### src/rtl/cache_fill_ctrl_pkg.sv
// Shared definitions for the cache miss-fill sequencer: FSM states, block geometry
// and address field helpers.
package cache_fill_ctrl_pkg;

  localparam int ADDR_W        = 16;
  localparam int WORDS_PER_BLK = 8;
  localparam int OFFSET_W      = 4;
  localparam int WORD_IDX_W    = $clog2(WORDS_PER_BLK);

  localparam int TAG_MSB = 15;
  localparam int TAG_LSB = 10;
  localparam int SET_MSB = 9;
  localparam int SET_LSB = 4;
  localparam int TAG_W   = TAG_MSB - TAG_LSB + 1;
  localparam int SET_W   = SET_MSB - SET_LSB + 1;

  typedef enum logic [1:0] {
    IDLE   = 2'd0,
    FILL   = 2'd1,
    TAG_WR = 2'd2
  } fill_state_e;

  typedef struct packed {
    logic [TAG_W-1:0]    tag;
    logic [SET_W-1:0]    set_idx;
    logic [OFFSET_W-1:0] offset;
  } blk_addr_t;

  function automatic logic [ADDR_W-1:0] blk_base(input logic [ADDR_W-1:0] addr);
    blk_addr_t a;
    a        = addr;
    a.offset = '0;
    return a;
  endfunction

  // Word index replaces the offset field directly, so the address can never carry
  // out of the block.
  function automatic logic [ADDR_W-1:0] word_addr(input logic [ADDR_W-1:0]     base,
                                                  input logic [WORD_IDX_W-1:0] idx);
    return {base[ADDR_W-1:OFFSET_W], idx, 1'b0};
  endfunction

endpackage

### src/rtl/cache_fill_ctrl_fill_word_counter.sv
// Word counter for one side of a block fill: counts up to WORDS_PER_BLK steps, then
// holds until cleared, and emits a one-hot select for the word stepped this cycle.
module fill_word_counter
  import cache_fill_ctrl_pkg::*;
(
  input  logic                     clk,
  input  logic                     rst,
  input  logic                     clr,
  input  logic                     inc,
  output logic [WORD_IDX_W-1:0]    cnt,
  output logic [WORDS_PER_BLK-1:0] sel
);

  logic [WORD_IDX_W-1:0] cnt_q, cnt_d;
  logic                  done_q, done_d;
  logic                  step;

  assign step = inc && !done_q;
  assign cnt  = cnt_q;

  always_comb begin
    cnt_d  = cnt_q;
    done_d = done_q;
    sel    = '0;
    if (step) begin
      sel[cnt_q] = 1'b1;
    end
    if (clr) begin
      cnt_d  = '0;
      done_d = 1'b0;
    end else if (step) begin
      cnt_d = cnt_q + 1'b1;
      if (cnt_q == WORD_IDX_W'(WORDS_PER_BLK - 1)) begin
        done_d = 1'b1;
      end
    end
  end

  always_ff @(posedge clk) begin
    if (rst) begin
      cnt_q  <= '0;
      done_q <= 1'b0;
    end else begin
      cnt_q  <= cnt_d;
      done_q <= done_d;
    end
  end

endmodule

### src/rtl/cache_fill_ctrl.sv
// Miss-handling sequencer: issues eight word reads for a missing block, steers the
// returned words into the data array, then strobes the metadata tag write once.
//
// state  | meaning
// IDLE   | waiting for a miss; returns from memory are ignored
// FILL   | issuing reads and writing returned words into the data array
// TAG_WR | one-cycle metadata write after the last word has landed
module cache_fill_ctrl
  import cache_fill_ctrl_pkg::*;
(
  input  logic                     clk,
  input  logic                     rst,
  input  logic                     miss_detected,
  input  logic [ADDR_W-1:0]        miss_addr,
  input  logic                     memory_data_valid,
  output logic                     fsm_busy,
  output logic                     mem_read_en,
  output logic [ADDR_W-1:0]        memory_address,
  output logic                     write_data_array,
  output logic [ADDR_W-1:0]        data_array_addr,
  output logic [WORDS_PER_BLK-1:0] fill_word_sel,
  output logic                     write_tag_array,
  output logic [ADDR_W-1:0]        fill_addr
);

  fill_state_e       state_q, state_d;
  logic [ADDR_W-1:0] fill_addr_q, fill_addr_d;

  logic                     start_fill;
  logic                     issue_inc, recv_inc;
  logic [WORD_IDX_W-1:0]    issue_cnt, recv_cnt;
  logic [WORDS_PER_BLK-1:0] issue_sel, recv_sel;

  assign start_fill = (state_q == IDLE) && miss_detected;
  assign issue_inc  = (state_q == FILL);
  assign recv_inc   = (state_q == FILL) && memory_data_valid;

  fill_word_counter u_issue_cnt (
    .clk (clk),
    .rst (rst),
    .clr (start_fill),
    .inc (issue_inc),
    .cnt (issue_cnt),
    .sel (issue_sel)
  );

  // Returns arrive in issue order, so a separate receive count is enough to pair
  // each returned word with its offset.
  fill_word_counter u_recv_cnt (
    .clk (clk),
    .rst (rst),
    .clr (start_fill),
    .inc (recv_inc),
    .cnt (recv_cnt),
    .sel (recv_sel)
  );

  always_comb begin
    state_d          = state_q;
    fill_addr_d      = fill_addr_q;
    fsm_busy         = 1'b0;
    mem_read_en      = 1'b0;
    memory_address   = '0;
    write_data_array = 1'b0;
    data_array_addr  = '0;
    fill_word_sel    = '0;
    write_tag_array  = 1'b0;

    case (state_q)
      IDLE: begin
        if (miss_detected) begin
          fill_addr_d = blk_base(miss_addr);
          state_d     = FILL;
        end
      end
      FILL: begin
        fsm_busy = 1'b1;
        if (|issue_sel) begin
          mem_read_en    = 1'b1;
          memory_address = word_addr(fill_addr_q, issue_cnt);
        end
        if (|recv_sel) begin
          write_data_array = 1'b1;
          fill_word_sel    = recv_sel;
          data_array_addr  = word_addr(fill_addr_q, recv_cnt);
          if (recv_cnt == WORD_IDX_W'(WORDS_PER_BLK - 1)) begin
            state_d = TAG_WR;
          end
        end
      end
      TAG_WR: begin
        fsm_busy        = 1'b1;
        write_tag_array = 1'b1;
        state_d         = IDLE;
      end
      default: begin
        state_d = IDLE;
      end
    endcase
  end

  always_ff @(posedge clk) begin
    if (rst) begin
      state_q     <= IDLE;
      fill_addr_q <= '0;
    end else begin
      state_q     <= state_d;
      fill_addr_q <= fill_addr_d;
    end
  end

  assign fill_addr = fill_addr_q;

endmodule

### config.mk
export PLATFORM = sky130hd
export DESIGN_NAME = cache_fill_ctrl
export DESIGN_NICKNAME = d
export VERILOG_FILES = /design/src/rtl/cache_fill_ctrl_pkg.sv /design/src/rtl/cache_fill_ctrl_fill_word_counter.sv /design/src/rtl/cache_fill_ctrl.sv
export SDC_FILE = /design/constraint.sdc
export NUM_CORES = 1
export LEC_CHECK = 0
export CAP_MARGIN = 5
export CORE_MARGIN = 3
export CORE_UTILIZATION = 39
export DETAILED_ROUTE_END_ITERATION = 8
export GPL_TIMING_DRIVEN = 1
export PLACE_DENSITY = 0.85
export SETUP_SLACK_MARGIN = 0.3
export SLEW_MARGIN = 15
export SYNTH_ARGS = -nofsm -noshare
export SYNTH_HDL_FRONTEND = slang
export SYNTH_SLANG_ARGS = --single-unit
### constraint.sdc
create_clock -name clk -period 2.5 [get_ports clk]
set_clock_uncertainty 0.05 [all_clocks]
set_input_delay 0.5 -clock clk [delete_from_list [all_inputs] [get_ports clk]]
set_output_delay 0.5 -clock clk [all_outputs]
set_load 0.01 [all_outputs]
==> run metrics <==
area share of the largest cell type after synthesis=0.345; wire per inst=approximately 12 um; vias in the first global route=1193; First-pass DRT Iterations=4; gpl congestion=0.727; largest cells by area after synthesis=dfxtp_1, and2_1, ha_1, nand2_1, a21oi_1; worst hold path class=flip-flop to flip-flop; setup TNS=0 ns; Post-route DRC=0; HPWL Detailed=about 2500 um; Placed Area=0.00202 sq mm; Unique masters post-synth=25; crit path time final=2.12 ns; maximum level of the CTS H-tree=1; mean post-synth cell area=8.03 sq um; TritonCTS clock tree=done; nets=262; io pins=80; routed via count=1225; Lkg Pwr=0.922 nW; share of post-route cells with drive strength above 1=0.246; diode count=0; WP data arrival=between 1.5 and 2 ns; largest net degree at the start of global routing=20; total power=1.34 mW; TritonCTS Buffers=3; VDD IR-drop max=0.636 mV; period utilization=0.847; number of routed nets with antenna violations=0; asr flop ratio synth=0; hold buffer count at cts=0; Setup CP Type=flip-flop to output port; core area=0.00308 sq mm; Slew Viols, Final=0; Max Buffers Root-to-Sink=2; CP startpoint kind=flip-flop; Core Rows=20; Final Hold Vio Count=0; fin area=approximately 0.0019 sq mm; initial antenna violation count=0; RSZ-0062 raised after global routing=false; Avg Vias per Cell=4.44; worst path required time=1.95 ns; Clock transition at path regs=around 0.12 ns; Max Freq=~0.47 GHz; max_cap viols=0; Post-Layout Cell Count=276; Die ar.=0.00399 sq mm; placed instance count=271; top fanout value on the critical path=5; flops & latches, synth=22; Syn-to-layout area delta=50.8%; Setup WS pre-CTS=-0.125 ns; Synth Instances=159; PnR worst setup slack=0.383 ns; Port Buffer Count=69; outcome=finished, final reports clean; final wirelength=3320 um; leading register cell type out of synthesis=dfxtp_1; Worst-Skew Late Latency=0.32 ns; Mapped Area=0.00128 sq mm; sequential element share of the synthesized area=0.345; die width=63.2 um; first-pass GRT wire length=5530 um; Root Driver=clkbuf_4; initial core utilization=0.415; GRT Overall Usage=0.172; CTS sink count=22; die height=63.2 um; first-iteration detailed-routing DRC count=42; Synth area leader=dfxtp_1; Ys Warns=0; final setup fails=0; Power per Cell Area=697 mW/mm^2; Post-synth top cells=and2_1, nand2_1, dfxtp_1; crit end category=output port; Post-synth EDFFs=0; grt ovf=0
[final timing paths]
kind,startpoint,to,slack (ns),depth (start not counted)
setup / recovery,state_q[1],fill_word_sel[6],0.38,7
hold / removal,fill_addr[10],fill_addr[10],0.44,2
hold reg to reg,fill_addr[10],fill_addr[10],0.44,2
setup reg to reg,u_recv_cnt.cnt[0],state_q[1],0.92,5
[stage by stage]
stage / hold slack (ns) / utilization
floorplan: 0.380 / -
global placement: 0.392 / 0.657
detailed placement: 0.405 / 0.657
CTS: 0.435 / 0.672
global route: 0.463 / 0.625
finish: 0.437 / 0.625
[final cells by class]
type	count	area [sq um]
well taps	44	55.1
multi-input cells	124	749
inverters	4	17.5
fillers	294	1150
repair buffers	78	604
clock buffers	3	22.5
clock inverters	1	30.0
flip-flops and latches	22	445
[repair_timing]
action | 4_1_cts | 5_1_grt
buffers inserted | 1 | 0
gates resized for setup | 61 | 59
endpoints found under the setup margin | 40 | 37
[metal layers]
layer,vias up,GRT usage,routed length [um]
met5,-,0,0
li1,641,-,-
met1,550,0.197,1420
met3,5,0.0339,145
met4,0,0.0431,29
met2,29,0.321,1730
[flip-flops by register name (all words and copies together) (netlist names)]
name                cells
fill_addr              12
u_issue_cnt.cnt         3
u_recv_cnt.cnt          3
state_q                 2
u_issue_cnt.done_q      1
u_recv_cnt.done_q       1
[power breakdown]
part	switching, mW	internal, mW	total, mW
clock	0.115	0.162	0.277
sequential	0.0544	0.407	0.462
combinational	0.298	0.305	0.603
total	0.467	0.874	1.34
[cell usage in the layout, fill, tap and decap left out, types with 2 or more instances in the layout]
cell type | synthesis | layout
nand2_1 | 30 | 30
dfxtp_1 | 22 | 20
xnor2_1 | 2 | 2
a21oi_1 | 17 | 17
mux2i_1 | 4 | 4
nand2b_1 | 7 | 7
dlygate4sd2_1 | 0 | 5
clkdlybuf4s50_1 | 0 | 27
nor2_1 | 8 | 8
clkbuf_4 | 0 | 3
inv_1 | 3 | 2
and2_1 | 30 | 30
ha_1 | 9 | 8
nor3_1 | 3 | 3
conb_1 | 1 | 6
clkbuf_2 | 0 | 35
buf_4 | 6 | 7
buf_12 | 0 | 2
[kinds of logic (layout without fill, tap and decap cells)]
| logic type | Yosys count | after routing | share of synthesized area |
|---|---|---|---|
| multiplexers | 4 | 4 | 0.0314 |
| AND/OR/NAND/NOR | 86 | 86 | 0.360 |
| buffers and inverters | 18 | 86 | 0.0921 |
| AO/OA/AOI/OAI | 17 | 17 | 0.0667 |
| other | 1 | 6 | 0.00294 |
| XOR/XNOR | 2 | 2 | 0.0137 |
| flip-flops | 22 | 22 | 0.345 |
| adder cells (fa/ha/maj) | 9 | 9 | 0.0882 |
[critical path: stages, from the launching register on]
cell             delay (ns)
dfxtp_2                0.35
inv_2                  0.09
ha_4                   0.17
nand3b_4               0.11
inv_4                  0.09
nand2_2                0.09
nor2_1                 0.12
clkdlybuf4s15_1        0.24
No activity file was read; power rests on OpenSTA's default activity.
